## src/rtl/reservation_station_pkg.sv

```systemverilog
// Shared definitions for the reservation station.
//   TAG_W / OP_W : default tag and opcode widths
//   TAG_NONE     : tag value meaning "operand already available"
//   slot_t       : one buffer slot (busy, op, vj, vk, qj, qk, imm, pc, dest_tag)
//   slot_ready() : a slot may dispatch once it is busy and both operands are present
package reservation_station_pkg;

    localparam int TAG_W  = 4;
    localparam int OP_W   = 6;
    localparam int DATA_W = 32;

    localparam logic [TAG_W-1:0] TAG_NONE = '0;

    typedef struct packed {
        logic              busy;
        logic [OP_W-1:0]   op;
        logic [DATA_W-1:0] vj;
        logic [DATA_W-1:0] vk;
        logic [TAG_W-1:0]  qj;
        logic [TAG_W-1:0]  qk;
        logic [DATA_W-1:0] imm;
        logic [DATA_W-1:0] pc;
        logic [TAG_W-1:0]  dest_tag;
    } slot_t;

    function automatic logic slot_ready(input slot_t s);
        return s.busy && (s.qj == TAG_NONE) && (s.qk == TAG_NONE);
    endfunction

endpackage

```

## src/rtl/reservation_station_pick_lowest.sv

```systemverilog
// rs_pick_lowest: lowest-set-bit priority encoder.
//   req   : request vector, bit i set means slot i is a candidate
//   found : at least one request bit is set
//   index : position of the lowest set bit (0 when nothing is set)
module rs_pick_lowest #(
    parameter int N     = 8,
    parameter int IDX_W = 3
) (
    input  logic [N-1:0]     req,
    output logic             found,
    output logic [IDX_W-1:0] index
);

    // Scan from the top down so the last hit written is the lowest index.
    always_comb begin
        found = 1'b0;
        index = '0;
        for (int i = N - 1; i >= 0; i--) begin
            if (req[i]) begin
                found = 1'b1;
                index = IDX_W'(i);
            end
        end
    end

endmodule

```

## src/rtl/reservation_station.sv

```systemverilog
// reservation_station: out-of-order issue buffer between decode and the ALU.
//   clk_in, rst_n_in      : clock, asynchronous active-low reset
//   rdy_in                : global enable, low freezes every register
//   flush_in              : synchronous flush, empties slots and the output register
//   in_*                  : issue port (op, operand values/tags, imm, pc, dest tag)
//   full                  : no free slot, combinational from current busy bits
//   cdb_active/tag/val    : common data bus snoop
//   ex_valid/ex_ready/ex_*: registered dispatch port towards the ALU
//
// Dispatch handshake: ex_valid and ex_* come straight from registers. A
// transfer happens on a rising edge where ex_valid && ex_ready (with rdy_in
// high and no flush). While ex_valid is high and ex_ready is low, ex_* holds
// stable. The output register may be reloaded whenever it is empty or is
// being transferred in the same edge.
module reservation_station #(
    parameter int ENTRIES = 8,
    parameter int TAG_W   = 4,
    parameter int OP_W    = 6
) (
    input  logic             clk_in,
    input  logic             rst_n_in,
    input  logic             rdy_in,
    input  logic             flush_in,
    input  logic             in_valid,
    input  logic [OP_W-1:0]  in_op,
    input  logic [31:0]      in_vj,
    input  logic [31:0]      in_vk,
    input  logic [TAG_W-1:0] in_qj,
    input  logic [TAG_W-1:0] in_qk,
    input  logic [31:0]      in_imm,
    input  logic [31:0]      in_pc,
    input  logic [TAG_W-1:0] in_dest_tag,
    output logic             full,
    input  logic             cdb_active,
    input  logic [TAG_W-1:0] cdb_tag,
    input  logic [31:0]      cdb_val,
    output logic             ex_valid,
    input  logic             ex_ready,
    output logic [OP_W-1:0]  ex_op,
    output logic [31:0]      ex_vj,
    output logic [31:0]      ex_vk,
    output logic [31:0]      ex_imm,
    output logic [31:0]      ex_pc,
    output logic [TAG_W-1:0] ex_dest_tag
);

    import reservation_station_pkg::*;

    localparam int IDX_W = (ENTRIES > 1) ? $clog2(ENTRIES) : 1;

    slot_t              slots [ENTRIES];
    logic [ENTRIES-1:0] free_vec;
    logic [ENTRIES-1:0] ready_vec;
    logic               free_found;
    logic               ready_found;
    logic [IDX_W-1:0]   free_idx;
    logic [IDX_W-1:0]   ready_idx;
    logic               cdb_hit;
    logic               out_free;
    logic               do_insert;
    logic               do_dispatch;
    slot_t              new_slot;

    always_comb begin
        free_vec  = '0;
        ready_vec = '0;
        for (int i = 0; i < ENTRIES; i++) begin
            free_vec[i]  = !slots[i].busy;
            ready_vec[i] = slot_ready(slots[i]);
        end
    end

    rs_pick_lowest #(.N(ENTRIES), .IDX_W(IDX_W)) u_pick_free (
        .req   (free_vec),
        .found (free_found),
        .index (free_idx)
    );

    rs_pick_lowest #(.N(ENTRIES), .IDX_W(IDX_W)) u_pick_ready (
        .req   (ready_vec),
        .found (ready_found),
        .index (ready_idx)
    );

    // full looks at busy bits before this edge's dispatch, so a slot leaving
    // through the output register only becomes insertable on the next cycle.
    assign full        = !free_found;
    assign cdb_hit     = cdb_active && (cdb_tag != TAG_NONE);
    assign out_free    = !ex_valid || ex_ready;
    assign do_insert   = rdy_in && !flush_in && in_valid && free_found;
    assign do_dispatch = rdy_in && !flush_in && out_free && ready_found;

    // Incoming instruction, with operands forwarded from a CDB broadcast
    // that lands in the same cycle as the issue.
    always_comb begin
        new_slot          = '0;
        new_slot.busy     = 1'b1;
        new_slot.op       = in_op;
        new_slot.vj       = in_vj;
        new_slot.vk       = in_vk;
        new_slot.qj       = in_qj;
        new_slot.qk       = in_qk;
        new_slot.imm      = in_imm;
        new_slot.pc       = in_pc;
        new_slot.dest_tag = in_dest_tag;
        if (cdb_hit && (in_qj == cdb_tag)) begin
            new_slot.vj = cdb_val;
            new_slot.qj = TAG_NONE;
        end
        if (cdb_hit && (in_qk == cdb_tag)) begin
            new_slot.vk = cdb_val;
            new_slot.qk = TAG_NONE;
        end
    end

    // Slot storage: wakeup, dispatch release and insert. The insert target
    // is never busy, so it cannot collide with the dispatched slot.
    always_ff @(posedge clk_in or negedge rst_n_in) begin
        if (!rst_n_in) begin
            for (int i = 0; i < ENTRIES; i++) begin
                slots[i] <= '0;
            end
        end else if (rdy_in) begin
            if (flush_in) begin
                for (int i = 0; i < ENTRIES; i++) begin
                    slots[i].busy <= 1'b0;
                end
            end else begin
                for (int i = 0; i < ENTRIES; i++) begin
                    if (cdb_hit && slots[i].busy && (slots[i].qj == cdb_tag)) begin
                        slots[i].vj <= cdb_val;
                        slots[i].qj <= TAG_NONE;
                    end
                    if (cdb_hit && slots[i].busy && (slots[i].qk == cdb_tag)) begin
                        slots[i].vk <= cdb_val;
                        slots[i].qk <= TAG_NONE;
                    end
                    if (do_dispatch && (ready_idx == IDX_W'(i))) begin
                        slots[i].busy <= 1'b0;
                    end
                    if (do_insert && (free_idx == IDX_W'(i))) begin
                        slots[i] <= new_slot;
                    end
                end
            end
        end
    end

    // Output register towards the ALU.
    always_ff @(posedge clk_in or negedge rst_n_in) begin
        if (!rst_n_in) begin
            ex_valid    <= 1'b0;
            ex_op       <= '0;
            ex_vj       <= '0;
            ex_vk       <= '0;
            ex_imm      <= '0;
            ex_pc       <= '0;
            ex_dest_tag <= '0;
        end else if (rdy_in) begin
            if (flush_in) begin
                ex_valid <= 1'b0;
            end else if (out_free) begin
                ex_valid <= ready_found;
                if (ready_found) begin
                    ex_op       <= slots[ready_idx].op;
                    ex_vj       <= slots[ready_idx].vj;
                    ex_vk       <= slots[ready_idx].vk;
                    ex_imm      <= slots[ready_idx].imm;
                    ex_pc       <= slots[ready_idx].pc;
                    ex_dest_tag <= slots[ready_idx].dest_tag;
                end
            end
        end
    end

endmodule
```

## config.mk

```make
export PLATFORM = sky130hd
export DESIGN_NAME = reservation_station
export DESIGN_NICKNAME = d
export VERILOG_FILES = /design/src/rtl/reservation_station_pkg.sv /design/src/rtl/reservation_station_pick_lowest.sv /design/src/rtl/reservation_station.sv
export SDC_FILE = /design/constraint.sdc
export NUM_CORES = 2
export LEC_CHECK = 0
export CAP_MARGIN = 0
export CELL_PAD_IN_SITES_DETAIL_PLACEMENT = 0
export CELL_PAD_IN_SITES_GLOBAL_PLACEMENT = 2
export CORE_UTILIZATION = 35
export DETAILED_ROUTE_END_ITERATION = 10
export GPL_TIMING_DRIVEN = 0
export PLACE_DENSITY_LB_ADDON = 0.1
export SLEW_MARGIN = 20
export SYNTH_ARGS = -nofsm -noshare
export SYNTH_HDL_FRONTEND = slang
export SYNTH_SLANG_ARGS = --single-unit
```

## constraint.sdc

```tcl
create_clock -name clk_in -period 2.35 [get_ports clk_in]
set_input_delay 0.5875 -clock clk_in [delete_from_list [all_inputs] [get_ports clk_in]]
set_output_delay 0.5875 -clock clk_in [all_outputs]
set_load 0.005 [all_outputs]
```

==> results.md <==
- Worst EP required: between 3 and 4 ns
- Worst Reg-to-Reg Cells: 11
- Worst setup EP type: flip-flop
- Clk pwr share: a little over two fifths
- Slowest stage delay, CP: 0.41 ns
- Pwr Density: around 780 nW/um2
- Asr flop ratio synth: 100%
- Post-synth EDFFs: 0
- Synth cell types: a little under 60
- Yosys top cell area share: a little over half
- Starting density of the core: around a third
- Register area: 33000 um2
- Setup TNS: -61.73 ns
- Initial antenna violation count: 34
- Hold Slack: -0.247 ns
- Number of DRC markers in iteration 0: 5742
- Worst path depth: 11
- Global route total overflow: 0
- DRC: 0
- Post-synthesis net count: just under 7000
- Global-route wire length before repair: a little over 400 mm
- Worst r2r src: slots[75]
- Worst-path clk slew: ~0.06 ns
- Total iterations of the first detailed-routing run: 6
- Fmax: ~0.35 GHz
- Area of the multi-input gates: ~27000 um2
- # clock sinks: roughly 1300
- H-tree depth: 4
- GP Congestion: ~0.92
- Mean Syn Cell Area: approximately 9 um2
- IO Count: around 330
- R2R Path End: ex_op[2]
- Hold Crit Class: primary input to async pin
- Switching Share: 27.0%
- Comb power frac: 13.6%
- Seq/Total Area, Yosys: approximately 54%
- Post-Synth Simple-Gate Area: 18.8%
- Site Rows: ~150
- Mux cell area share after synthesis: under 10%
- Failing checks: negative hold slack, negative setup slack
- Core area: between 150000 and 200000 um2
- Combinational family with the most area after synthesis: simple AND/OR/NAND/NOR gates
- Startpoint Class: flip-flop
- Count leader, synth: nand2_1
- CP max FO: 8
- Synth Area in Compound Gates: between 10% and 20%
- Seq pwr share: 44.8%
- Number of max-cap violations: 0
- Die H: 421 um
- Ys flop type: dfrtp_1
- Leading area contributor after synthesis: dfrtp_1
- Nets: between 7000 and 8000
- Top post-synthesis cells by count: 1461 x nand2_1, 1315 x dfrtp_1, 1009 x nor2_1
- Setup CP Type: flip-flop to flip-flop
- Vias: approximately 56000
- Inserted Clock Buffers: approximately 160
- Minimum clock period: ~2.8 ns
- Crit path cell chain: nor4_4, nand4_1, o211ai_4, buf_12, o21ai_4, nor4_4, buf_6, buf_16, clkbuf_16, a222oi_1, o211ai_1
- Number of port buffers: roughly 230
- Clk_lat worst skew: around 0.8 ns
- Final setup viols: between 200 and 250
- WP buf/inv: 4
- Reg2Reg Setup Slack: -0.50 ns
- Switching power total: ~17 mW
- Final slew viol count: 0
- Slew HR: 19.9%
- CP max-delay cell: dfrtp_1
- Final WL: roughly 300 mm
- Root Buffer: clkbuf_16
- Die width: between 400 and 500 um
- Family with the most delay on the worst path: buffers and inverters
- Cell count after synthesis: around 6600
- Final HPWL DP: just over 200 mm
- Final Hold Fails: about 110
- Clk buf depth: 3
- FILL cells: 16934
- Vias per Instance: 5.71
- Largest net degree at the start of global routing: about 130
- Final period utilization: 121%
- Synth top area cells: dfrtp_1 54%, nand2_1 8.9%, nor2_1 6.2%
- Antenna-violating nets left: 0
- Synth warn: 0
- Leakage power: approximately 37 nW
- Cell Area, Synth: between 60000 and 70000 um2
- CTS tree: yes
- Total GRT Usage: 32.6%
- Skew final: between 0.03 and 0.04 ns
- Most used cell, CP: nor4_4
- Adder-Cell Fraction of Synth Area: 0%
- P_int: about 45 mW
- Post-DR wirelength/cell: roughly 31 um
- Final setup margin: -0.500 ns
- P&R area growth vs syn: 28.5%
- CP arrival: around 3.6 ns
- XOR/XNOR Fraction of Synth Area: slightly above 1%
- Die ar.: 177000 um2
- Yosys reg bits: between 1000 and 1500
- Worst vdd ir: a little over 0.0008 V
- Vias in the first global route: approximately 54000
- Actual slew at the worst max-slew pin: roughly 1.2 ns
- Status: finished, violations left
- RSZ-0062 raised after global routing: yes
- Share of cells above drive strength 1: between 10% and 20%
power by group through the flow:
| stage | logic [mW] | registers [mW] | clock network, mW |
|---|---|---|---|
| 5_1_grt | 9.25 | 27.9 | 26.9 |
| 3_3_place_gp | 7.56 | 28.1 | 0 |
| 3_5_place_dp | 8.06 | 28.0 | 0 |
| 2_1_floorplan | 4.18 | 27.3 | 0 |
| 4_1_cts | 8.25 | 27.6 | 26.1 |
| 6_report | 8.38 | 27.6 | 25.7 |
registers in the layout, summed over array words and instances (netlist names):
name,count
ex_vj,32
slots,1176
ex_dest_tag,4
ex_vk,32
ex_imm,32
ex_op,6
ex_pc,32
ex_valid,1
cells by family after synthesis:
| kind of cell | Yosys count |
|---|---|
| multiplexers | 423 |
| buffers and inverters | 662 |
| XOR/XNOR | 72 |
| flip-flops | 1315 |
| AO/OA/AOI/OAI | 1320 |
| AND/OR/NAND/NOR | 2856 |
routing by layer:
metal	vias up	part of all wire, %	wire length [um]	track usage [%]
met4	12	5.8	17300	18.6
met1	28234	40	120000	41.6
li1	24384	-	-	-
met5	-	0.028	83	0
met2	2310	47	141000	52.4
met3	663	6.5	19300	5.46
area by class of cell:
| cell class | instances | area share (%) |
|---|---|---|
| diodes | 23 | 0.0730 |
| plain buffers | 621 | 6.06 |
| clock buffers | 245 | 6.27 |
| clock inverters | 32 | 0.532 |
| inverters | 21 | 0.100 |
| multi-input cells | 4672 | 34.3 |
| flip-flops and latches | 1315 | 41.8 |
| well taps | 2325 | 3.69 |
| repair buffers | 485 | 7.10 |
cells in the final DEF, fill, tap and decap left out, types with 104 or more instances in the layout:
cell,instances
nand3_1,178
o22ai_1,461
nand2_1,1432
clkdlybuf4s50_1,155
o211ai_1,139
clkbuf_2,104
clkbuf_1,218
nor2_1,988
clkbuf_16,206
a21oi_1,132
mux2i_1,181
dfrtp_1,1251
mux2_2,222
buf_4,187
o21ai_0,208
a311o_1,137
worst max-delay path by stage:
stage | start | to | slack [ns]
after floorplan | cdb_tag[2] | slots[1165] | -0.09
after global placement | rst_n_in | slots[228] | -64.68
after detailed placement | flush_in | slots[976] | -2.50
after CTS | slots[510] | ex_vk[30] | -0.44
after global routing | slots[75] | ex_vk[26] | -0.54
final | slots[75] | ex_op[2] | -0.50
per-stage QoR:
| step | util, % | std cells | instance area (um2) | setup slack [ns] | power [mW] |
|---|---|---|---|---|---|
| after CTS | 43.3 | 9580 | 75400 | -0.442 | 61.9 |
| after global routing | 45.3 | 9727 | 78800 | -0.538 | 64.1 |
| after detailed placement | 38.8 | 9221 | 67500 | -2.50 | 36.0 |
| after global placement | 38.5 | 9201 | 67000 | -64.68 | 35.6 |
| final | 45.3 | 9739 | 78800 | -0.500 | 61.7 |
| after floorplan | - | 6648 | 61800 | -0.0854 | 31.5 |
timing repair:
action                                  4_1_cts  5_1_grt
gates cloned                                  7       28
setup buffers                                83      122
pin swaps                                    60       82
resized for setup                           593      742
hold endpoints to repair                    111      111
endpoints found under the setup margin     1511     1443
Note: power is estimated with default switching activity, not from simulation.
